File: src/rtl/rs232_rx_if.sv
// -----------------------------------------------------------------------------
// rs232_rx_if
// Holding-register side of the RS232 receiver: received byte, its valid/ack
// handshake and the one-cycle error strobes.
//
// Signals:
//   data_out    received byte, stable while data_valid is high
//   data_valid  level, a byte is waiting in the holding register
//   data_ack    consumer pulse, clears data_valid
//   frame_err   one-cycle pulse, stop bit sampled low
//   parity_err  one-cycle pulse, parity mismatch (always 0 without parity)
//   overrun     one-cycle pulse, byte completed while holding register full
//
// Modports:
//   master  receiver side (drives data and strobes, reads data_ack)
//   slave   consumer side (reads data and strobes, drives data_ack)
// -----------------------------------------------------------------------------
interface rs232_rx_if #(
    parameter int DATA_BITS = 8
);
    logic [DATA_BITS-1:0] data_out;
    logic                 data_valid;
    logic                 data_ack;
    logic                 frame_err;
    logic                 parity_err;
    logic                 overrun;

    modport master (
        output data_out,
        output data_valid,
        output frame_err,
        output parity_err,
        output overrun,
        input  data_ack
    );

    modport slave (
        input  data_out,
        input  data_valid,
        input  frame_err,
        input  parity_err,
        input  overrun,
        output data_ack
    );
endinterface

File: src/rtl/rs232_rx.sv
// -----------------------------------------------------------------------------
// rs232_rx
// Asynchronous serial receiver with 8x oversampling. Recovers LSB-first frames
// (start, DATA_BITS data bits, optional even parity, one stop bit) from rxd,
// using the 8x-baud strobe rx_en, and hands bytes to a valid/ack holding
// register with framing, parity and overrun error strobes.
//
// Optional feature: define RS232_RX_PARITY_EN to receive one even-parity bit
// between the last data bit and the stop bit. Without it the frame is 8N1
// and parity_err is tied low.
//
// Ports:
//   clk    in   receiver clock
//   reset  in   synchronous, active-low reset
//   rx_en  in   8x-baud sample strobe, one clk cycle wide
//   rxd    in   serial input, idle high, asynchronous to clk
//   busy   out  high whenever the receiver is not idle
//   bus    rs232_rx_if.master  holding register and error strobes
// -----------------------------------------------------------------------------
module rs232_rx #(
    parameter int DATA_BITS = 8
) (
    input  logic       clk,
    input  logic       reset,
    input  logic       rx_en,
    input  logic       rxd,
    output logic       busy,
    rs232_rx_if.master bus
);
    typedef enum logic [2:0] {
        S_IDLE,
        S_START,
        S_DATA,
        S_PARITY,
        S_STOP,
        S_BREAK
    } state_t;

    localparam logic [2:0] LAST_IDX = 3'(DATA_BITS - 1);

    state_t               state_q, state_d;
    logic [2:0]           cnt_q, cnt_d;
    logic [2:0]           idx_q, idx_d;
    logic [DATA_BITS-1:0] shift_q, shift_d;
    logic                 sync1_q, sync2_q;
    logic                 rxd_s;
    logic                 stop_hit;
    logic                 frame_good;
    logic                 frame_bad;
    logic                 par_ok;
    logic [DATA_BITS-1:0] data_q, data_d;
    logic                 valid_q, valid_d;
    logic                 ferr_q;
    logic                 ovr_q, ovr_d;

`ifdef RS232_RX_PARITY_EN
    logic par_q, par_d;
    logic perr_q;
    logic par_bad;

    // Even parity: data bits plus parity bit carry an even number of ones.
    function automatic logic even_parity_ok(input logic [DATA_BITS-1:0] d,
                                            input logic p);
        return ~(^{d, p});
    endfunction
`endif

    // Two-flop synchronizer; both flops come out of reset at the idle level
    // so no false start bit is seen after reset.
    always_ff @(posedge clk) begin
        if (!reset) begin
            sync1_q <= 1'b1;
            sync2_q <= 1'b1;
        end else begin
            sync1_q <= rxd;
            sync2_q <= sync1_q;
        end
    end

    assign rxd_s = sync2_q;

    always_ff @(posedge clk) begin
        if (!reset) begin
            state_q <= S_IDLE;
            cnt_q   <= '0;
            idx_q   <= '0;
            shift_q <= '0;
`ifdef RS232_RX_PARITY_EN
            par_q   <= 1'b0;
`endif
        end else begin
            state_q <= state_d;
            cnt_q   <= cnt_d;
            idx_q   <= idx_d;
            shift_q <= shift_d;
`ifdef RS232_RX_PARITY_EN
            par_q   <= par_d;
`endif
        end
    end

    // Start bit is checked on the 4th strobe after detection (its centre);
    // every later bit is sampled when cnt wraps 7->0, i.e. 8 strobes later.
    always_comb begin
        state_d  = state_q;
        cnt_d    = cnt_q;
        idx_d    = idx_q;
        shift_d  = shift_q;
        stop_hit = 1'b0;
`ifdef RS232_RX_PARITY_EN
        par_d    = par_q;
`endif
        case (state_q)
            S_IDLE: begin
                if (rx_en && !rxd_s) begin
                    state_d = S_START;
                    cnt_d   = '0;
                end
            end
            S_START: begin
                if (rx_en) begin
                    cnt_d = cnt_q + 3'd1;
                    if (cnt_q == 3'd3) begin
                        if (rxd_s) begin
                            // Line went back high: a glitch, not a start bit.
                            state_d = S_IDLE;
                        end else begin
                            state_d = S_DATA;
                            cnt_d   = '0;
                            idx_d   = '0;
                        end
                    end
                end
            end
            S_DATA: begin
                if (rx_en) begin
                    cnt_d = cnt_q + 3'd1;
                    if (cnt_q == 3'd7) begin
                        // LSB arrives first, so shift in from the top.
                        shift_d = {rxd_s, shift_q[DATA_BITS-1:1]};
                        if (idx_q == LAST_IDX) begin
`ifdef RS232_RX_PARITY_EN
                            state_d = S_PARITY;
`else
                            state_d = S_STOP;
`endif
                        end else begin
                            idx_d = idx_q + 3'd1;
                        end
                    end
                end
            end
            S_PARITY: begin
`ifdef RS232_RX_PARITY_EN
                if (rx_en) begin
                    cnt_d = cnt_q + 3'd1;
                    if (cnt_q == 3'd7) begin
                        par_d   = rxd_s;
                        state_d = S_STOP;
                    end
                end
`else
                state_d = S_IDLE;
`endif
            end
            S_STOP: begin
                if (rx_en) begin
                    cnt_d = cnt_q + 3'd1;
                    if (cnt_q == 3'd7) begin
                        stop_hit = 1'b1;
                        // A low stop bit means a break or a lost frame; wait
                        // for the line to return high before hunting again.
                        state_d  = rxd_s ? S_IDLE : S_BREAK;
                    end
                end
            end
            S_BREAK: begin
                if (rx_en && rxd_s) begin
                    state_d = S_IDLE;
                end
            end
            default: state_d = S_IDLE;
        endcase
    end

`ifdef RS232_RX_PARITY_EN
    assign par_ok  = even_parity_ok(shift_q, par_q);
    assign par_bad = stop_hit & rxd_s & ~par_ok;
`else
    assign par_ok  = 1'b1;
`endif

    assign frame_good = stop_hit & rxd_s & par_ok;
    assign frame_bad  = stop_hit & ~rxd_s;

    // Holding register: an ack in the delivery cycle frees the slot for the
    // new byte; otherwise a full register drops the new byte as overrun.
    always_comb begin
        data_d  = data_q;
        valid_d = valid_q;
        ovr_d   = 1'b0;
        if (frame_good) begin
            if (!valid_q || bus.data_ack) begin
                data_d  = shift_q;
                valid_d = 1'b1;
            end else begin
                ovr_d = 1'b1;
            end
        end else if (bus.data_ack) begin
            valid_d = 1'b0;
        end
    end

    always_ff @(posedge clk) begin
        if (!reset) begin
            data_q  <= '0;
            valid_q <= 1'b0;
            ferr_q  <= 1'b0;
            ovr_q   <= 1'b0;
`ifdef RS232_RX_PARITY_EN
            perr_q  <= 1'b0;
`endif
        end else begin
            data_q  <= data_d;
            valid_q <= valid_d;
            ferr_q  <= frame_bad;
            ovr_q   <= ovr_d;
`ifdef RS232_RX_PARITY_EN
            perr_q  <= par_bad;
`endif
        end
    end

    assign bus.data_out   = data_q;
    assign bus.data_valid = valid_q;
    assign bus.frame_err  = ferr_q;
    assign bus.overrun    = ovr_q;
`ifdef RS232_RX_PARITY_EN
    assign bus.parity_err = perr_q;
`else
    assign bus.parity_err = 1'b0;
`endif
    assign busy = (state_q != S_IDLE);

endmodule

File: src/flat_wrapper.sv
// flat-port wrapper written by rule: the top's interface ports become plain ports
module rs232_rx_flat 
#(
    parameter int DATA_BITS = 8
)
  (clk, reset, rx_en, rxd, busy, bus_data_out, bus_data_valid, bus_frame_err, bus_parity_err, bus_overrun, bus_data_ack);
  rs232_rx_if #(.DATA_BITS(DATA_BITS)) bus_i ();
  input  logic clk;
  input  logic reset;
  input  logic rx_en;
  input  logic rxd;
  output logic busy;
  output wire logic [$bits(bus_i.data_out)-1:0] bus_data_out;
  output wire logic [$bits(bus_i.data_valid)-1:0] bus_data_valid;
  output wire logic [$bits(bus_i.frame_err)-1:0] bus_frame_err;
  output wire logic [$bits(bus_i.parity_err)-1:0] bus_parity_err;
  output wire logic [$bits(bus_i.overrun)-1:0] bus_overrun;
  input wire logic [$bits(bus_i.data_ack)-1:0] bus_data_ack;
  assign bus_data_out = bus_i.data_out;
  assign bus_data_valid = bus_i.data_valid;
  assign bus_frame_err = bus_i.frame_err;
  assign bus_parity_err = bus_i.parity_err;
  assign bus_overrun = bus_i.overrun;
  assign bus_i.data_ack = bus_data_ack;
  rs232_rx #(.DATA_BITS(DATA_BITS)) u_core (.clk(clk), .reset(reset), .rx_en(rx_en), .rxd(rxd), .busy(busy), .bus(bus_i));
endmodule
File: config.mk
export PLATFORM = sky130hd
export DESIGN_NAME = rs232_rx_flat
export DESIGN_NICKNAME = d
export VERILOG_FILES = /design/src/rtl/rs232_rx_if.sv /design/src/rtl/rs232_rx.sv /design/src/flat_wrapper.sv
export SDC_FILE = /design/constraint.sdc
export NUM_CORES = 1
export LEC_CHECK = 0
export ABC_AREA = 1
export ABC_CLOCK_PERIOD_IN_PS = 3300
export CAP_MARGIN = 40
export CELL_PAD_IN_SITES_DETAIL_PLACEMENT = 0
export CELL_PAD_IN_SITES_GLOBAL_PLACEMENT = 1
export CORE_AREA = 2 2 65 67
export CTS_CLUSTER_SIZE = 40
export DETAILED_ROUTE_END_ITERATION = 10
export DIE_AREA = 0 0 67 69
export PLACE_DENSITY_LB_ADDON = 0.1
export SYNTH_ARGS = -nofsm -noshare
export SYNTH_HDL_FRONTEND = slang
export SYNTH_SLANG_ARGS = --single-unit
File: constraint.sdc
create_clock -name clk -period 3.3 [get_ports clk]
set_input_delay 0.825 -clock clk [delete_from_list [all_inputs] [get_ports clk]]
set_output_delay 0.825 -clock clk [all_outputs]
set_load 0.005 [all_outputs]
==> results of run 1 <==
==> cells in the final DEF, fill, tap and decap left out, drive strengths merged, types with 7 or more instances in the layout <==
| cell type | instances |
|---|---|
| clkbuf | 7 |
| ha | 7 |
| a21oi | 22 |
| nand2 | 45 |
| nor2 | 22 |
| dfxtp | 30 |
| o21ai | 14 |
| inv | 31 |
| clkdlybuf4s50 | 16 |
| nand3 | 24 |
==> kinds of logic (layout without fill, tap and decap cells) <==
kind of cell             count (synthesis)  after routing
AO/OA/AOI/OAI                           39             39
buffers and inverters                   37             56
flip-flops                              30             30
adder cells (fa/ha/maj)                  7              7
AND/OR/NAND/NOR                         98             98
other                                    1              1
==> routing by layer <==
layer / up-vias / track usage, %
met4: 0 / 7.029
met1: 614 / 21.17
met2: 22 / 23.43
met5: - / 0
met3: 6 / 4.894
li1: 710 / -
==> layout make-up <==
type,count,area [um^2]
inverter,31,116.4
clock buffer,7,86.33
fill,424,2102
timing repair buffer,17,167.7
clock inverter,1,5.005
sequential,30,600.6
tap,50,62.56
multi-input combinational,145,773.2
==> power by group through the flow <==
stage          registers [mW]  clock network [mW]  logic [mW]
2_1_floorplan           0.446                   0       0.360
3_3_place_gp            0.455                   0       0.446
3_5_place_dp            0.457                   0       0.453
4_1_cts                 0.449               0.313       0.456
5_1_grt                 0.456               0.334       0.528
6_report                0.449               0.303       0.451
==> flip-flops by register name, summed over array words and instances (netlist names) <==
register and count:
u_core.bus.data_out 8, u_core.bus.data_valid 1, u_core.bus.frame_err 1, u_core.bus.overrun 1, u_core.cnt_q 3, u_core.idx_q 3
u_core.rxd_s 1, u_core.shift_q 8, u_core.state_q 3, u_core.sync1_q 1
==> how the worst max path moves through the flow <==
stage	to	depth (start not counted)	startpoint
6_report	busy	3	u_core.state_q[1]$_SDFFE_PN0P_
5_1_grt	busy	3	u_core.state_q[1]$_SDFFE_PN0P_
4_1_cts	busy	3	u_core.state_q[1]$_SDFFE_PN0P_
3_5_place_dp	u_core.bus.data_out[0]$_SDFFE_PN0P_	6	rx_en
3_3_place_gp	u_core.bus.data_out[3]$_SDFFE_PN0P_	6	rx_en
2_1_floorplan	u_core.bus.data_out[0]$_SDFFE_PN0P_	5	rx_en
==> stage by stage <==
step	hold slack [ps]	std cells
2_1_floorplan	392.5	212
3_3_place_gp	398.7	273
3_5_place_dp	413.8	273
4_1_cts	424.9	281
5_1_grt	434.3	281
6_report	418.4	281
==> parameters.txt, run 1 <==
Parameter                              Value

Run status
  Result of the run    finished, final reports clean

Clock tree
  CTS tree    done
  Sink Count    30
  Post_cts resized    0
  Cts bufs inserted    5
  Cell at the root of the clock tree    clkbuf_8
  CTS H-Tree Depth    2
  Clock-pin transition on the worst setup and hold timing paths    roughly 60 ps
  Longest Clk Path Bufs    2
  Hold Buf Count CTS    0
  Clock latency on the worst-skew pair    ~280 ps
  Buffers inserted by post-CTS timing repair    0

Setup path
  Critical path endpoint category    output port
  Startpoint type of the worst setup path    register
  Buf/Inv on CP    2
  Worst reg-to-reg path cell count    7
  Slack of the worst reg-to-reg path    ~1500 ps
  Critical Path Slowest Stage Cell    dfxtp_1
  Largest stage delay, worst path    around 500 ps
  Origin of the critical flop-to-flop path    u_core.cnt_q[0]$_SDFFE_PN0P_
  Critical path cell sequence    inv_1 -> nand2_1 -> clkdlybuf4s50_1
  Required time reported for the critical path endpoint    ~2500 ps
  Worst Path Arrival    ~1500 ps
  Top Family by Delay on Critical Path    buffers and inverters
  Type of the worst setup path    reg2out
  Terminus of the critical flop-to-flop path    u_core.bus.data_out[3]$_SDFFE_PN0P_
  CP Max Fanout    7

Synthesis
  Dominant cell type by area after synthesis    dfxtp_1
  Xor and xnor area share after synthesis    0%
  Area of the mapped netlist    roughly 1500 um^2
  Multiplexer fraction of the synthesized cell area    0%
  Async S/R FF share, synth    0%
  Commonest register cell after synthesis    dfxtp_1
  Cell types with the highest counts after synthesis    nand2_1, dfxtp_1, inv_1, nand3_1, a21oi_1
  Portion of the post-synthesis area used by sequential elements    39.38%
  Area fraction in compound gates after synthesis    between 10 and 15%
  Mean instance size in the synthesized netlist    between 7 and 8 um^2
  Number of library cell types mapped by synthesis    27
  Cell types occupying the most area after synthesis    dfxtp_1, nand2_1, nand3_1
  Post-synthesis sequential element count    30
  Count of mapped cells out of synthesis    212
  Dominant combinational cell family by area after synthesis    simple AND/OR/NAND/NOR gates
  Post-synth top area share    39.38%
  Net count after synthesis    224
  Dominant cell by count in the synthesized netlist    nand2_1
  Adder-Cell Fraction of Synth Area    5.742%
  Number of warnings reported in the yosys synthesis log    0
  Post-Synth Simple-Gate Area    about 30%
  Number of enable-type register cells in the synthesized netlist    0

Floorplanning
  Die area    approximately 4600 um^2
  Width of the die    approximately 67 um
  Number of placement rows    23
  Initial cell density of the core    38.97%
  I/O pin total    18
  Area of the core    between 3000 and 4000 um^2
  Floorplan die height    between 60 and 70 um

Drt
  Number of vias per cell after detailed routing    4.811
  Detailed Routing Iterations Pass 1    4
  Metal1 wirelength    1.578 mm
  Via total after detailed routing    approximately 1400
  Metal2 WL    approximately 1.5 mm
  Mean routed wirelength per cell    ~12 um
  Number of DRC violations after detailed-routing iteration 0    69
  Top layer reached by signal wires    met4
  Met3 wire length    between 100 and 150 um
  Total wire length after detailed routing    3.241 mm
  Number of nets with antenna violations after routing    0
  Remaining routing DRC violations    0

Pwr
  Net switching component of the power    roughly 0.46 mW
  Cell-internal power    roughly 0.74 mW
  Leakage power total    0.7521 nW
  Total power consumption of the routed design    roughly 1.2 mW
  Share of total power consumed by net switching    just under 40%
  Fraction of power consumed by sequential logic    between 30 and 40%
  Pwr dens    around 660 nW/um^2
  Clock power frac    between 20% and 30%
  Comb power frac    37.5%
  Worst vdd rail ir drop    about 0.27 mV

Global routing
  First-pass GRT wire length    around 5.7 mm
  GRT Overall Usage    about 16%
  Via count of the first global-routing pass    1281
  Pin count of the biggest net entering global routing    18
  Overall overflow remaining after global route    0
  Antenna violations before repair    0

Timing
  Setup repair after global routing missed its margin    no
  Final-report max-slew violation count    0
  Fin Clk Skew    around 5.0 ps
  Hold Fails Final Rpt    0
  PnR worst setup slack    approximately 960 ps
  Portion of the clock cycle consumed by the worst path in the final layout    a little under three quarters
  F_max    around 430 MHz
  Final setup fails    0
  Total Neg Setup Slack    0 ps
  Fin crit period    2345 ps

Placement
  Global placer's final weighted congestion    roughly 0.85
  Total cell area at the placement stage    ~1700 um^2
  Port buffer count    16
  Post-DP HPWL    between 2 and 2.5 mm
  Setup WS pre-CTS    868.0 ps

Cells and area
  Antenna diode count    0
  Final Cell Area    approximately 1800 um^2
  Layout cells sized above 1    between 10% and 20%
  Post-layout utilization of the core    46.29%
  Synthesis-to-finish area growth    18.79%
  Post-layout nets    between 200 and 250

Worst hold path
  Cells on Worst Hold Path    1
  Worst-case hold path end point    u_core.rxd_s$_SDFF_PN1_
  HP Start    u_core.sync1_q$_SDFF_PN1_
  Hold crit path type    reg2reg

Job
  Number of maximum-capacitance violations    0
Note: power is estimated with default switching activity, not from simulation.
==> run 2: changes to the inputs <==
--- a/config.mk
+++ b/config.mk
@@ -6,14 +6,14 @@
 export NUM_CORES = 1
 export LEC_CHECK = 0
 export ABC_AREA = 1
-export ABC_CLOCK_PERIOD_IN_PS = 3300
+export ABC_CLOCK_PERIOD_IN_PS = 1980
 export CAP_MARGIN = 40
 export CELL_PAD_IN_SITES_DETAIL_PLACEMENT = 0
 export CELL_PAD_IN_SITES_GLOBAL_PLACEMENT = 1
-export CORE_AREA = 2 2 65 67
+export CORE_AREA = 2 2 69 71
 export CTS_CLUSTER_SIZE = 40
 export DETAILED_ROUTE_END_ITERATION = 10
-export DIE_AREA = 0 0 67 69
+export DIE_AREA = 0 0 71 73
 export PLACE_DENSITY_LB_ADDON = 0.1
 export SYNTH_ARGS = -nofsm -noshare
 export SYNTH_HDL_FRONTEND = slang
==> constraint.sdc (replaced) <==
create_clock -name clk -period 1.98 [get_ports clk]
set_input_delay 0.495 -clock clk [delete_from_list [all_inputs] [get_ports clk]]
set_output_delay 0.495 -clock clk [all_outputs]
set_load 0.005 [all_outputs]
==> run 2 against run 1 <==
  * Sequential share of layout area decreased by 1.2 points
  * Final cell count increased by 2.5%
  * Critical path depth unchanged
  * Die area increased by 12%
  * Clock power increased by 110%
  * First-iteration DRC count decreased by 13%
  * Non-clock buffer count increased by 4
  * Final area increased by 3.9%
  * Sequential power increased by 60%
  * Critical endpoint unchanged
  * Largest power group unchanged
==> parameters.txt, run 2 (same netlist as run 1, synthesis figures left out) <==
Parameter                              Value

Global routing
  Pin count of the biggest net entering global routing    18 (unchanged)
  Antenna violations before repair    0 (unchanged)
  Via count of the first global-routing pass    1380 (+7.7%)
  First-pass GRT wire length    6.147 mm (+8.3%)
  Overall overflow remaining after global route    0 (unchanged)
  GRT Overall Usage    15.29% (-0.63 points)

Pwr
  Worst vdd rail ir drop    0.4117 mV (+52%)
  Pwr dens    1152 nW/um^2 (+73%)
  Leakage power total    0.7849 nW (+4.4%)

Timing
  Setup repair after global routing missed its margin    no
  Final setup fails    0 (unchanged)
  F_max    535.4 MHz
  Fin Clk Skew    5.445 ps (+0.4115 ps)
  Fin crit period    1868 ps
  Final-report max-slew violation count    0 (unchanged)
  Hold Fails Final Rpt    0 (unchanged)
  Portion of the clock cycle consumed by the worst path in the final layout    between 90% and 100%

Floorplanning
  Die area    5183 um^2 (+12%)
  I/O pin total    18 (unchanged)
  Number of placement rows    25 (+8.7%)
  Initial cell density of the core    33.63% (-5.3 points)
  Width of the die    71 um (+6.0%)
  Floorplan die height    73 um (+5.8%)
  Area of the core    4536 um^2 (+16%)

Clock tree
  CTS tree    done
  Cell at the root of the clock tree    clkbuf_8
  Cts bufs inserted    5 (unchanged)
  Hold Buf Count CTS    0 (unchanged)
  CTS H-Tree Depth    2 (unchanged)
  Sink Count    30 (unchanged)
  Clock-pin transition on the worst setup and hold timing paths    70 ps (about the same)
  Longest Clk Path Bufs    2 (unchanged)
  Clock latency on the worst-skew pair    280 ps (about the same)

Setup path
  Critical path endpoint category    output port
  Origin of the critical flop-to-flop path    u_core.cnt_q[0]$_SDFFE_PN0P_
  Critical path cell sequence    nor2_4 -> nand2_1 -> clkdlybuf4s50_1
  Startpoint type of the worst setup path    register
  Buf/Inv on CP    1 (-1)
  CP Max Fanout    6 (-1)
  Top Family by Delay on Critical Path    buffers and inverters
  Worst Path Arrival    1370 ps (-150 ps)
  Start point of the critical path    u_core.state_q[2]$_SDFFE_PN0P_
  Required time reported for the critical path endpoint    1480 ps (-990 ps)
  Largest stage delay, worst path    500 ps (about the same)
  Critical Path Slowest Stage Cell    clkdlybuf4s50_1
  Type of the worst setup path    reg2out

Drt
  Number of DRC violations after detailed-routing iteration 0    60 (-13%)
  Number of vias per cell after detailed routing    4.684 (-2.6%)
  Number of nets with antenna violations after routing    0 (unchanged)
  Total wire length after detailed routing    3.507 mm (+8.2%)
  Mean routed wirelength per cell    12.18 um (+5.6%)
  Via total after detailed routing    1349 (-0.22%)
  Detailed Routing Iterations Pass 1    4 (unchanged)
  Remaining routing DRC violations    0 (unchanged)

Cells and area
  Post-layout nets    246 (+1.7%)
  Antenna diode count    0 (unchanged)
  Post-layout utilization of the core    41.49% (-4.8 points)
  Layout cells sized above 1    12.82% (+2.0 points)
  Synthesis-to-finish area growth    23.38%
  Multi-input combinational cell area    773.2 um^2 (unchanged)
  Commonest non-fill, non-tap cell in the layout    nand2_1
  Register Area    601.8 um^2 (+0.21%)
  Top library cells by usage in the layout, fill and taps aside    nand2_1, inv_1, dfxtp_1
  Count of fill cells added during filler insertion    464 (+9.4%)
  Final Cell Area    1882 um^2 (+3.9%)

Run status
  Result of the run    finished, final reports clean

Placement
  Global placer's final weighted congestion    0.7899 (-6.6%)
  Post-DP HPWL    2.620 mm (+9.6%)
  Total cell area at the placement stage    1748 um^2 (+1.6%)
  Port buffer count    16 (unchanged)

Job
  Number of maximum-capacitance violations    0 (unchanged)

Worst hold path
  Hold crit path type    reg2reg
  HP Start    u_core.sync1_q$_SDFF_PN1_
run 2: worst paths after layout:
path,to,cells past startpoint,slack [ps]
max reg2reg,u_core.state_q[1]$_SDFFE_PN0P_,9,250
min,u_core.rxd_s$_SDFF_PN1_,1,410
max,busy,3,110
min reg2reg,u_core.rxd_s$_SDFF_PN1_,1,410
run 2: where the power goes:
group | internal [mW] | switching [mW] | total [mW] | leakage (nW)
Clock | 0.402 | 0.227 | 0.629 | 0.0573
Sequential | 0.668 | 0.0508 | 0.718 | 0.244
Combinational | 0.313 | 0.507 | 0.820 | 0.484
run 2: worst reg2reg max path, stage by stage, from the launching register on:
cell	delay, ps
dfxtp_1	360
ha_1	230
ha_1	280
nand2_1	150
nand3_1	110
nand2_1	70
nor2_2	230
nand3_1	100
nand2_1	80
nor2_1	40
run 2: layout make-up:
| class | instances | area share [%] |
|---|---|---|
| Sequential cell | 30 | 31.98 |
| Inverter | 31 | 6.184 |
| Clock inverter | 1 | 1.596 |
| Tap cell | 54 | 3.590 |
| Clock buffer | 6 | 4.388 |
| Multi-Input combinational cell | 145 | 41.09 |
| Timing Repair Buffer | 21 | 11.17 |
run 2: what timing repair did:
item	in CTS	in global routing
setup endpoints to repair	1	9
pin swaps	0	1
gates resized for setup	1	0
setup buffers	0	1
run 2: layer usage:
| metal | share of wire (%) | routed length [um] | vias up | global-route usage, % |
|---|---|---|---|---|
| met5 | 0 | 0 | - | 0 |
| met3 | 3.9 | 137 | 10 | 4.972 |
| li1 | - | - | 716 | - |
| met4 | 2.7 | 95 | 0 | 7.966 |
| met1 | 46 | 1613 | 602 | 17.65 |
| met2 | 47 | 1661 | 21 | 25.34 |
run 2: metrics by stage:
stage | setup TNS, ps | hold slack (ps) | std cells | worst slack [ps] | power, mW
global placement | 0 | 395.5 | 280 | 0.2370 | 1.533
detailed placement | -239.3 | 397.2 | 280 | -37.97 | 1.557
floorplan | 0 | 392.5 | 212 | 399.9 | 1.342
finish | 0 | 411.9 | 288 | 112.4 | 2.167
CTS | 0 | 413.8 | 287 | 98.76 | 2.194
global route | 0 | 441.5 | 288 | 57.12 | 2.357
